===== src/rtl/hkspi_responder.sv =====
// hkspi_responder
//   Housekeeping SPI slave (mode 0, MSB first). SCK, CSB and SDI are
//   oversampled by the system clock, so there are no SCK-clocked flops.
//   The responder decodes a command byte, an address byte and data bytes.
//   It issues single-cycle register read/write strobes and raises the
//   management/user flash pass-thru requests.
//
// Ports
//   clock          system clock (at least 6x SCK)
//   reset          asynchronous, active-high reset
//   SCK/CSB/SDI    SPI pins from the host (asynchronous)
//   SDO            SPI data to the host
//   sdo_enable     SDO pad output enable
//   addr           register address
//   wdata          register write data
//   wstrobe        one-cycle write pulse
//   rdata          register read data (combinational from addr)
//   rstrobe        one-cycle pulse when rdata is captured
//   pass_thru_user user-flash pass-thru active
//   pass_thru_mgmt management-flash pass-thru active
module hkspi_responder #(
   parameter int unsigned SYNC_STAGES = 2,
   parameter logic [7:0]  USER_PT_CMD = 8'hC2,
   parameter logic [7:0]  MGMT_PT_CMD = 8'hC4
) (
   input  logic       clock,
   input  logic       reset,
   input  logic       SCK,
   input  logic       CSB,
   input  logic       SDI,
   output logic       SDO,
   output logic       sdo_enable,
   output logic [7:0] addr,
   output logic [7:0] wdata,
   output logic       wstrobe,
   input  logic [7:0] rdata,
   output logic       rstrobe,
   output logic       pass_thru_user,
   output logic       pass_thru_mgmt
);

   typedef enum logic [2:0] {
      S_IDLE,
      S_COMMAND,
      S_ADDRESS,
      S_DATA,
      S_PASSTHRU,
      S_DONE
   } state_t;

   state_t r_state;
   state_t w_state_next;

   // ------------------------------------------------------------------
   // Pin synchronizers and edge detection
   // ------------------------------------------------------------------
   logic [SYNC_STAGES-1:0] r_sck_sync;
   logic [SYNC_STAGES-1:0] r_csb_sync;
   logic [SYNC_STAGES-1:0] r_sdi_sync;
   logic                   r_sck_d;
   logic                   r_csb_d;

   // The CSB chain resets low. A CSB held low through reset therefore
   // never shows up as a fall, and the host must start a fresh transaction.
   always_ff @(posedge clock or posedge reset) begin
      if (reset) begin
         r_sck_sync <= '0;
         r_csb_sync <= '0;
         r_sdi_sync <= '0;
         r_sck_d    <= 1'b0;
         r_csb_d    <= 1'b0;
      end else begin
         r_sck_sync <= {r_sck_sync[SYNC_STAGES-2:0], SCK};
         r_csb_sync <= {r_csb_sync[SYNC_STAGES-2:0], CSB};
         r_sdi_sync <= {r_sdi_sync[SYNC_STAGES-2:0], SDI};
         r_sck_d    <= r_sck_sync[SYNC_STAGES-1];
         r_csb_d    <= r_csb_sync[SYNC_STAGES-1];
      end
   end

   logic w_sck;
   logic w_csb;
   logic w_sdi;
   logic w_sck_rise;
   logic w_sck_fall;
   logic w_csb_fall;

   assign w_sck      = r_sck_sync[SYNC_STAGES-1];
   assign w_csb      = r_csb_sync[SYNC_STAGES-1];
   assign w_sdi      = r_sdi_sync[SYNC_STAGES-1];
   assign w_sck_rise = w_sck & ~r_sck_d;
   assign w_sck_fall = ~w_sck & r_sck_d;
   assign w_csb_fall = ~w_csb & r_csb_d;

   // ------------------------------------------------------------------
   // Bit/byte framing
   // ------------------------------------------------------------------
   logic [2:0] r_bit_cnt;
   logic [6:0] r_shift;
   logic       r_rd;
   logic       r_wr;
   logic [2:0] r_count;
   logic [2:0] r_byte_cnt;
   logic [7:0] r_addr;
   logic [7:0] r_wdata;
   logic       r_wstrobe;
   logic       r_rstrobe;
   logic [7:0] r_tx;
   logic [1:0] r_rd_cnt;
   logic       r_inc_pend;
   logic       r_pt_user;
   logic       r_pt_mgmt;

   logic       w_in_xfer;
   logic       w_rise;
   logic       w_byte_done;
   logic [7:0] w_byte;
   logic       w_last_byte;
   logic       w_sdo;
   logic       w_sdo_en;

   // A synchronized CSB high masks the SCK rise in the same cycle, so an
   // 8th rise that coincides with CSB rising is discarded.
   assign w_in_xfer   = ~w_csb & ((r_state == S_COMMAND) ||
                                  (r_state == S_ADDRESS) ||
                                  (r_state == S_DATA));
   assign w_rise      = w_sck_rise & w_in_xfer;
   assign w_byte_done = w_rise & (r_bit_cnt == 3'd7);
   assign w_byte      = {r_shift, w_sdi};
   assign w_last_byte = (r_count != 3'd0) && (r_byte_cnt == (r_count - 3'd1));

   // ------------------------------------------------------------------
   // State machine
   // ------------------------------------------------------------------
   always_ff @(posedge clock or posedge reset) begin
      if (reset) begin
         r_state <= S_IDLE;
      end else begin
         r_state <= w_state_next;
      end
   end

   always_comb begin
      w_state_next = r_state;
      w_sdo_en     = 1'b0;
      w_sdo        = 1'b0;
      case (r_state)
         S_IDLE: begin
            if (w_csb_fall) begin
               w_state_next = S_COMMAND;
            end
         end
         S_COMMAND: begin
            if (w_byte_done) begin
               if ((w_byte == USER_PT_CMD) || (w_byte == MGMT_PT_CMD)) begin
                  w_state_next = S_PASSTHRU;
               end else if (w_byte[7:6] == 2'b00) begin
                  w_state_next = S_DONE;
               end else begin
                  w_state_next = S_ADDRESS;
               end
            end
         end
         S_ADDRESS: begin
            if (w_byte_done) begin
               w_state_next = S_DATA;
            end
         end
         S_DATA: begin
            w_sdo_en = r_rd;
            w_sdo    = r_rd & r_tx[7];
            if (w_byte_done && w_last_byte) begin
               w_state_next = S_DONE;
            end
         end
         default: begin
            w_state_next = r_state;
         end
      endcase
      if (w_csb) begin
         w_state_next = S_IDLE;
      end
   end

   // ------------------------------------------------------------------
   // Datapath
   // ------------------------------------------------------------------
   always_ff @(posedge clock or posedge reset) begin
      if (reset) begin
         r_bit_cnt  <= '0;
         r_shift    <= '0;
         r_rd       <= 1'b0;
         r_wr       <= 1'b0;
         r_count    <= '0;
         r_byte_cnt <= '0;
         r_addr     <= '0;
         r_wdata    <= '0;
         r_wstrobe  <= 1'b0;
         r_rstrobe  <= 1'b0;
         r_tx       <= '0;
         r_rd_cnt   <= '0;
         r_inc_pend <= 1'b0;
      end else begin
         r_wstrobe <= 1'b0;
         r_rstrobe <= 1'b0;
         if (w_csb || (r_state == S_IDLE)) begin
            r_bit_cnt  <= '0;
            r_shift    <= '0;
            r_byte_cnt <= '0;
            r_rd_cnt   <= '0;
            r_inc_pend <= 1'b0;
         end else begin
            if (w_rise) begin
               r_shift   <= w_byte[6:0];
               r_bit_cnt <= r_bit_cnt + 3'd1;
            end

            // The fall right after a byte boundary keeps bit 7 in place.
            // The reload of r_tx then supplies the next byte.
            if (w_sck_fall && (r_state == S_DATA) && (r_bit_cnt != 3'd0)) begin
               r_tx <= {r_tx[6:0], 1'b0};
            end

            // Capture rdata two clocks after addr changes.
            if (r_rd_cnt != 2'd0) begin
               r_rd_cnt <= r_rd_cnt - 2'd1;
               if ((r_rd_cnt == 2'd1) && (r_state == S_DATA)) begin
                  r_tx      <= rdata;
                  r_rstrobe <= 1'b1;
               end
            end

            // The address increment lags the write strobe by one clock.
            // The write therefore sees the pre-increment addr. No increment
            // happens once the byte count has moved the machine to DONE.
            if (r_inc_pend) begin
               r_inc_pend <= 1'b0;
               if (r_state == S_DATA) begin
                  r_addr <= r_addr + 8'd1;
                  if (r_rd) begin
                     r_rd_cnt <= 2'd2;
                  end
               end
            end

            if (w_byte_done) begin
               case (r_state)
                  S_COMMAND: begin
                     r_rd       <= w_byte[6];
                     r_wr       <= w_byte[7];
                     r_count    <= w_byte[5:3];
                     r_byte_cnt <= '0;
                  end
                  S_ADDRESS: begin
                     r_addr <= w_byte;
                     if (r_rd) begin
                        r_rd_cnt <= 2'd2;
                     end
                  end
                  S_DATA: begin
                     if (r_wr) begin
                        r_wdata   <= w_byte;
                        r_wstrobe <= 1'b1;
                     end
                     r_byte_cnt <= r_byte_cnt + 3'd1;
                     r_inc_pend <= 1'b1;
                  end
                  default: begin
                     r_byte_cnt <= r_byte_cnt;
                  end
               endcase
            end
         end
      end
   end

   // Pass-thru requests: set from the decoded command and held until CSB rises.
   always_ff @(posedge clock or posedge reset) begin
      if (reset) begin
         r_pt_user <= 1'b0;
         r_pt_mgmt <= 1'b0;
      end else if (w_csb) begin
         r_pt_user <= 1'b0;
         r_pt_mgmt <= 1'b0;
      end else if (w_byte_done && (r_state == S_COMMAND)) begin
         r_pt_user <= (w_byte == USER_PT_CMD);
         r_pt_mgmt <= (w_byte == MGMT_PT_CMD);
      end
   end

   assign SDO            = w_sdo;
   assign sdo_enable     = w_sdo_en;
   assign addr           = r_addr;
   assign wdata          = r_wdata;
   assign wstrobe        = r_wstrobe;
   assign rstrobe        = r_rstrobe;
   assign pass_thru_user = r_pt_user;
   assign pass_thru_mgmt = r_pt_mgmt;

endmodule


===== config.mk =====
export PLATFORM = sky130hd
export DESIGN_NAME = hkspi_responder
export DESIGN_NICKNAME = d
export VERILOG_FILES = /design/src/rtl/hkspi_responder.sv
export SDC_FILE = /design/constraint.sdc
export NUM_CORES = 1
export LEC_CHECK = 0
export BUFFER_PORTS_ARGS = -buffer_cell sky130_fd_sc_hd__buf_2
export CORE_MARGIN = 5
export CORE_UTILIZATION = 62
export CTS_CLUSTER_SIZE = 10
export DETAILED_ROUTE_END_ITERATION = 8
export PLACE_DENSITY = 0.84
export SLEW_MARGIN = 30
export SYNTH_ARGS = -nofsm -noshare
export SYNTH_HDL_FRONTEND = slang
export SYNTH_SLANG_ARGS = --single-unit
export TNS_END_PERCENT = 1

===== constraint.sdc =====
create_clock -name clock -period 5.1 [get_ports clock]
set_input_delay 1.02 -clock clock [delete_from_list [all_inputs] [get_ports clock]]
set_output_delay 1.02 -clock clock [all_outputs]
set_load 0.01 [all_outputs]

== Word-level counts from Yosys, hierarchy flattened ==
Index checks and enable logic that the tools add are counted.
W data, S select, Z words.
Operators by class
  $add $sub $neg: 5
  equality and inequality tests: 12
  mux-type cells: 46
  bitwise logic cells: 11
  reductions and logical operators: 24
Operators with widths (number)
  $mux W8: 7
  $mux W3: 11
  $eq A8 B8 Y1 const B: 2
  $mux W1: 16
  $mux W2: 8
  $mux W7: 2
  $pmux W3 S4: 1
  $ne A3 B3 Y1 const B: 3
  $reduce_bool A3 Y1: 3
  $add A8 B1 Y8 const B: 1
  $reduce_bool A2 Y1: 4
  $and A1 B1 Y1: 7
  $add A3 B1 Y3 const B: 2
  $eq A3 B2 Y1 const B: 2
  $logic_and A1 B1 Y1: 6
  $pmux W3 S2: 1
  $reduce_and A5 Y1: 1
  $reduce_bool A5 Y1: 1
  $logic_or A1 B1 Y1: 4
  $not A1 Y1: 4
  $reduce_and A4 Y1: 1
  $eq A3 B1 Y1 const B: 1
  $eq A3 B3 Y1: 1
  $eq A3 B3 Y1 const B: 1
  8 further kinds: 8
Storage, ports and cells
  flip-flop bits (word level): 60
  input bits: 13
  output and inout port bits: 22
  word-level logic and storage cells: 119

== Longest topological paths before layout ==
Gate-level depths: netlist of the first run.
  word-level depth: 10
  depth in mapped cells: 7
  mapped depth without buffers: 6

== Worst setup path before layout of the first run ==
OpenSTA, ideal clock, no wires.
  kind: reg-to-output
  from: register r_state[1]
  to: output port SDO
  data arrival time: 941 ps
  required time: 4080 ps
  slack: 3139 ps
  stages on the path, launching flop included: 5
  buffers on the path: 1
  cells stage by stage: dfrtp_1 -> buf_2 -> nand2_1 -> nor2_1 -> and3_1
On the way
  cells in the longest elaborated chain, start to end: 2
Ends and longest elaborated chain
  start, declared: line 51  | state_t r_state;
  start signal, assigned: line 139  | r_state <= w_state_next;
  $eq A3 B2 Y1: line 147  | case (r_state)
  $mux W1: line 147
  end, declared: line 31  | output logic SDO,
Every way passes these cells.

== Worst setup path after layout of the first run ==
  from: register r_state[0]
  to: output port SDO
Same word-level chain as after synthesis.

==> flow_summary.ini, run 1 <==
[finish]
final_common_cell = dfrtp_1
fill_cells = 328
syn_to_final_growth_pct = 12.5
regArea_mm2 = 0.00150
multi_input_area_mm2 = 0.00127
fin_area_mm2 = 0.00325
final_nets = 307
n_antenna_cell = 0
final_cell_mix = dfrtp_1, buf_2, nand2_1
drive_gt1_share_pct = 26.4

[job]
max-cap-violations = 0

[logic_synthesis]
synth_edf_count = 0
syn_area_mm2 = 0.00289
synth_warnings = 0
synth_top_family_by_area = simple AND/OR/NAND/NOR gates
synth_simple_gate_area_share_pct = 15.9
ys_top_cells_by_area = dfrtp_1, mux2_2, ha_1
synthFlopType = dfrtp_1
yosysSeqAreaShare_pct = 52.0
netlist_instances = 255
syn-num-nets = 275
netlist.area_leader.share_pct = 52.0
ys_types = 54
synth_mux_area_share_pct = 9.37
ys_ff_latch = 60
yosys.area_share.adder_pct = 3.04
synth-async-reset-ratio_pct = 100
syn_avg_cell_area_um2 = 11.3
synth_area_leader_cell = dfrtp_1
synth_xor_area_share_pct = 1.52
synth_compound_area_share_pct = 14.1

[floorplan]
rows = 24
dieArea_mm2 = 0.00612
pin_count = 35
start_util_pct = 64.9
die_w_um = 78.2
die_h_um = 78.2
coreArea_mm2 = 0.00444

[setup_path]
cp-end-kind = primary output
worst_path_max_delay_cell = dfrtp_1
r2r_setup_slack_ps = 2760
critPathArrivalTime_ps = 1730
path_cells = nand2_1 > nor2_1 > and3_1 > buf_2
reg2reg_to = r_tx[4]$_DFFE_PP0P_
rr_startpoint = r_state[0]$_DFFE_PP0P_
worstSetupPathType = reg2out
critical_path.top_delay_family = flip-flops
worst_ep_required_time_ps = 4080
r2r_cells = 4
crit_path_start_kind = register
critical_path_buf_inv_count = 1
max_stage_delay_ps = 690
crit_fanout = 19

[worst_hold_path]
hold_depth = 0
min_path_type = reg2reg
hold_end = r_sdi_sync[1]$_DFF_PP0_
hp-start = r_sdi_sync[0]$_DFF_PP0_

[power]
power.density_mw_per_mm2 = 287
p_leak_nw = 1.56
ir_drop_mv = 0.196
power_mw = 0.932

[placed_design]
dpl_cell_area_mm2 = 0.00305
portBuffers = 34
gp_congestion = 0.889
dpl.hpwl_um = 4050

[clocking]
ctsResizeCount = 0
clk_latency_ps = 340
cts_sinks = 60
cts.clk_slew.worst_paths_ps = 70
tritoncts = built
cts_buffers = 9
cts-root-buf = clkbuf_8
cts_setup_buffers = 0
cts_buffer_depth = 2
h-tree-depth = 3
hold_buffers = 0

[timing]
max_slew_margin_pct = 33.6
rsz0062_at_grt = no
setup_tns_ps = 0
finalHoldViolCount = 0
clock.fmax_mhz = 363
worst_slew_pin_slew_ps = 992
finalCriticalPeriod_ps = 2750
finalCritPeriodShare_pct = 54.0
skew_ps = 8.30
drv_slew = 0
finalSetupViolCount = 0

[global_route]
grt_max_degree = 61
track_usage_pct = 21.5
overflow = 0
antenna_found_initial = 0
grt_pass1_wl_um = 10300
grt_pass1_vias = 2113

[route]
num_vias = 2108
drt-initial-drc-count = 251
avgRoutedWirePerCell_um = 17.3
drt_pass1_iterations = 4
via_per_inst = 6.13
drc = 0
totalWireLength_um = 5940
drtAntennaViolNets = 0

[outcome]
status = completed
[registers in the layout, indices dropped and copies added (netlist names), 2 cells and up]
register,count
r_sdi_sync,2
r_sck_sync,2
r_count,3
r_bit_cnt,3
wdata,8
r_rd_cnt,2
addr,8
r_csb_sync,2
r_shift,7
r_state,3
r_byte_cnt,3
r_tx,8
[synthesized netlist by cell type, types with 2 or more instances]
library cell and n:
nand2b_1 2, o21a_1 2, inv_1 11, nor3_1 2, dfrtp_1 60, mux2_2 17, nand2_1 21, buf_2 6
nor3b_1 3, a2bb2oi_1 6, o2bb2ai_1 2, o31ai_1 2, nand3_1 11, and3_1 3, or2_2 2, clkbuf_1 5
buf_4 2, nand3b_1 3, xnor2_1 4, ha_1 7, nor2_1 6, and2_1 2, o21ai_0 14, nand4_1 5
mux2_1 7, a21oi_1 14, a22oi_1 2, a22o_1 6, o22ai_1 3
[report_power, final]
part | switching (mW) | internal [mW]
sequential | 0.00647 | 0.480
clock | 0.180 | 0.238
combinational | 0.0190 | 0.00801
total | 0.205 | 0.726
[kinds of logic after synthesis]
kind of cell,after synthesis
compound gates,60
xor+xnor,5
fa+ha+maj,7
buf+inv,25
flops,60
mux,24
simple gates,74
[worst max path at each step]
stage | endpoint | cells after the start | slack [ps] | from
after detailed placement | SDO | 4 | 2730 | r_state[0]$_DFFE_PP0P_
after CTS | SDO | 4 | 2360 | r_state[0]$_DFFE_PP0P_
after global placement | SDO | 4 | 2770 | r_state[0]$_DFFE_PP0P_
after floorplan | addr[0]$_DFFE_PP0P_ | 1 | 2600 | reset
final | SDO | 4 | 2350 | r_state[0]$_DFFE_PP0P_
after global routing | SDO | 4 | 2260 | r_state[0]$_DFFE_PP0P_
[routing by layer]
metal  global-route usage (%)  up-vias  wire, um
met3                     7.21       10       402
met2                     33.9       67      2950
met1                     27.7     1037      2500
met4                     8.39        0        87
li1                         -      994         -
met5                        0        -         0
[per-stage QoR]
| stage | hold WS [ps] | instances | worst slack, ps | util, % |
|---|---|---|---|---|
| floorplan | 331 | 255 | 2600 | - |
| global placement | 332 | 328 | 2770 | 68.7 |
| detailed placement | 338 | 328 | 2730 | 68.7 |
| CTS | 360 | 344 | 2360 | 73.1 |
| global route | 365 | 344 | 2260 | 73.1 |
| finish | 355 | 344 | 2350 | 73.1 |
[area by class of cell]
cell class                      instances  share of cell area, %
Tap cell                               52                   2.00
Multi-Input combinational cell        170                   39.0
Clock inverter                          4                   1.50
Sequential cell                        60                   46.2
Inverter                               11                   1.27
Timing Repair Buffer                   35                   5.47
Clock buffer                           12                   4.47
No activity file was read; power rests on OpenSTA's default activity.
==> run 2, diff against run 1 <==
--- a/config.mk
+++ b/config.mk
@@ -5,12 +5,13 @@
 export SDC_FILE = /design/constraint.sdc
 export NUM_CORES = 1
 export LEC_CHECK = 0
+export ABC_AREA = 1
 export BUFFER_PORTS_ARGS = -buffer_cell sky130_fd_sc_hd__buf_2
 export CORE_MARGIN = 5
-export CORE_UTILIZATION = 62
+export CORE_UTILIZATION = 58
 export CTS_CLUSTER_SIZE = 10
 export DETAILED_ROUTE_END_ITERATION = 8
-export PLACE_DENSITY = 0.84
+export PLACE_DENSITY = 0.79
 export SLEW_MARGIN = 30
 export SYNTH_ARGS = -nofsm -noshare
 export SYNTH_HDL_FRONTEND = slang
==> constraint.sdc (replaced) <==
create_clock -name clock -period 2.6 [get_ports clock]
set_input_delay 0.52 -clock clock [delete_from_list [all_inputs] [get_ports clock]]
set_output_delay 0.52 -clock clock [all_outputs]
set_load 0.01 [all_outputs]
==> flow_summary.ini, run 2 <==
[setup_path]
worst_path_max_delay_cell = dfrtp_1
path_cells = nor2_1 > nor2_2 > nand3_1 > nor2_2 > nand2_1 > o21ai_0 > o21ai_0
critPathArrivalTime_ps = 2110
cp-end-kind = register
critical_path.top_delay_family = simple AND/OR/NAND/NOR gates
worstSetupPathType = reg2reg
crit_path_start_kind = register
max_stage_delay_ps = 490
crit_cells = 7
critical_path_buf_inv_count = 0
crit_fanout = 9
worst_ep_required_time_ps = 2820
r2r_cells = 7

[clocking]
cts-root-buf = clkbuf_8
cts_buffer_depth = 2
h-tree-depth = 3
cts_setup_buffers = 0
cts_buffers = 9
ctsResizeCount = 0
tritoncts = built
clk_latency_ps = 340
cts_sinks = 60
cts.clk_slew.worst_paths_ps = 60
hold_buffers = 0

[timing]
finalCritPeriodShare_pct = 72.4
skew_ps = 4.58
worst_slack_ps = 717
rsz0062_at_grt = no
finalCriticalPeriod_ps = 1880
clock.fmax_mhz = 531
holdWs_ps = 209
finalSetupViolCount = 0
finalHoldViolCount = 0
max_slew_margin_pct = 65.0
drv_slew = 0
worst_slew_pin_slew_ps = 524
setup_tns_ps = 0

[logic_synthesis]
syn_avg_cell_area_um2 = 7.99
ys_top_cells_by_count = nand2_1, dfrtp_1, inv_1, nand3_1, nor2_1
ys_ff_latch = 60
yosysSeqAreaShare_pct = 51.2
synth_top_family_by_area = simple AND/OR/NAND/NOR gates
netlist_instances = 367
netlist.area_leader.share_pct = 51.2
ys_top_cells_by_area = dfrtp_1, nand2_1, inv_1
synth_mux_area_share_pct = 0
synth_compound_area_share_pct = 9.04
yosysMostFrequentCell = nand2_1
syn_area_mm2 = 0.00293
synth_simple_gate_area_share_pct = 29.4
syn-num-nets = 387
yosys.area_share.adder_pct = 2.99
synth_area_leader_cell = dfrtp_1
synth_edf_count = 0
ys_types = 26
synthFlopType = dfrtp_1
synth_warnings = 0
synth_xor_area_share_pct = 0.597
synth-async-reset-ratio_pct = 100

[finish]
final_cell_mix = nand2_1, dfrtp_1, inv_1
final_nets = 430
fin_area_mm2 = 0.00337
drive_gt1_share_pct = 16.0
n_antenna_cell = 0
final_common_cell = nand2_1
syn_to_final_growth_pct = 14.9

[route]
totalWireLength_um = 6760
drt_pass1_iterations = 5
avgRoutedWirePerCell_um = 14.1
drc = 0
drtAntennaViolNets = 0
via_per_inst = 5.34
drt-initial-drc-count = 262
num_vias = 2563

[floorplan]
coreArea_mm2 = 0.00482
dieArea_mm2 = 0.00658
die_h_um = 81.1
pin_count = 35
rows = 25
die_w_um = 81.1
start_util_pct = 60.9

[outcome]
status = completed

[power]
power_mw = 2.07
p_leak_nw = 1.76
ir_drop_mv = 0.465
power.density_mw_per_mm2 = 613

[placed_design]
place_ws_ps = 767
portBuffers = 34
dpl_cell_area_mm2 = 0.00320
gp_congestion = 0.957
dpl.hpwl_um = 4720

[global_route]
overflow = 0
antenna_found_initial = 0
grt_max_degree = 37
track_usage_pct = 23.0
grt_pass1_wl_um = 11300
grt_pass1_vias = 2523

[worst_hold_path]
min_path_type = in2async

[job]
max-cap-violations = 0
run 2: changes by cell type in the layout (fill, tap and decap cells not counted), sizes merged, moves of 6 or more:
| cell | previous run | this run |
|---|---|---|
| nand2 | 21 | 126 |
| inv | 11 | 48 |
| nor2 | 6 | 33 |
| mux2 | 24 | 0 |
| o21ai | 14 | 31 |
| nand3 | 12 | 27 |
| a22o | 6 | 0 |
| a2bb2oi | 6 | 0 |
run 2: worst register-to-register path, stage by stage, from the launching register on:
cell and delay (ps):
dfrtp_1 490, nor2_1 100, nor2_2 160, nand3_1 250, nor2_2 230, nand2_1 230, o21ai_0 210, o21ai_0 90
run 2: cell families (layout without fill, tap and decap cells):
group / after synthesis / count (layout)
buf+inv: 52 / 98
simple gates: 198 / 198
xor+xnor: 2 / 2
fa+ha+maj: 7 / 7
flops: 60 / 60
compound gates: 48 / 48
run 2: worst paths after layout:
check | startpoint | endpoint | slack [ps]
worst max-delay path | r_state[1]$_DFFE_PP0P_ | addr[3]$_DFFE_PP0P_ | 720
worst max register to register | r_state[1]$_DFFE_PP0P_ | addr[3]$_DFFE_PP0P_ | 720
max in group asynchronous | reset | r_rd$_DFFE_PP0P_ | 1810
min in group clock | SCK | r_sck_sync[0]$_DFF_PP0_ | 280
worst min register to register | r_csb_sync[0]$_DFF_PP0_ | r_csb_sync[1]$_DFF_PP0_ | 350
worst min-delay path | reset | r_bit_cnt[0]$_DFFE_PP0P_ | 210
run 2: area by class of cell:
class	instances	area, um^2
clock buffer	12	165
clock inverter	2	10.0
fill	405	1450
inverter	48	180
multi-input combinational	255	1230
sequential	60	1500
tap	67	83.8
timing repair buffer	36	198
run 2: where the power goes:
group | switching (mW) | total [mW] | internal [mW]
clock | 0.351 | 0.761 | 0.410
combinational | 0.241 | 0.322 | 0.0817
sequential | 0.0268 | 0.984 | 0.958
run 2: stage by stage:
step                std cells  util [%]
floorplan                 367         -
global placement          466      66.3
detailed placement        466      66.3
CTS                       480      70.0
global route              480      70.0
finish                    480      70.0
run 2: metal layers:
layer | GRT usage (%) | vias to the layer above | part of all wire (%)
met5 | 0 | - | 0
met4 | 14.7 | 0 | 3.9
met3 | 4.55 | 25 | 6.0
met2 | 35.9 | 91 | 47
met1 | 29.3 | 1193 | 43
li1 | - | 1254 | -
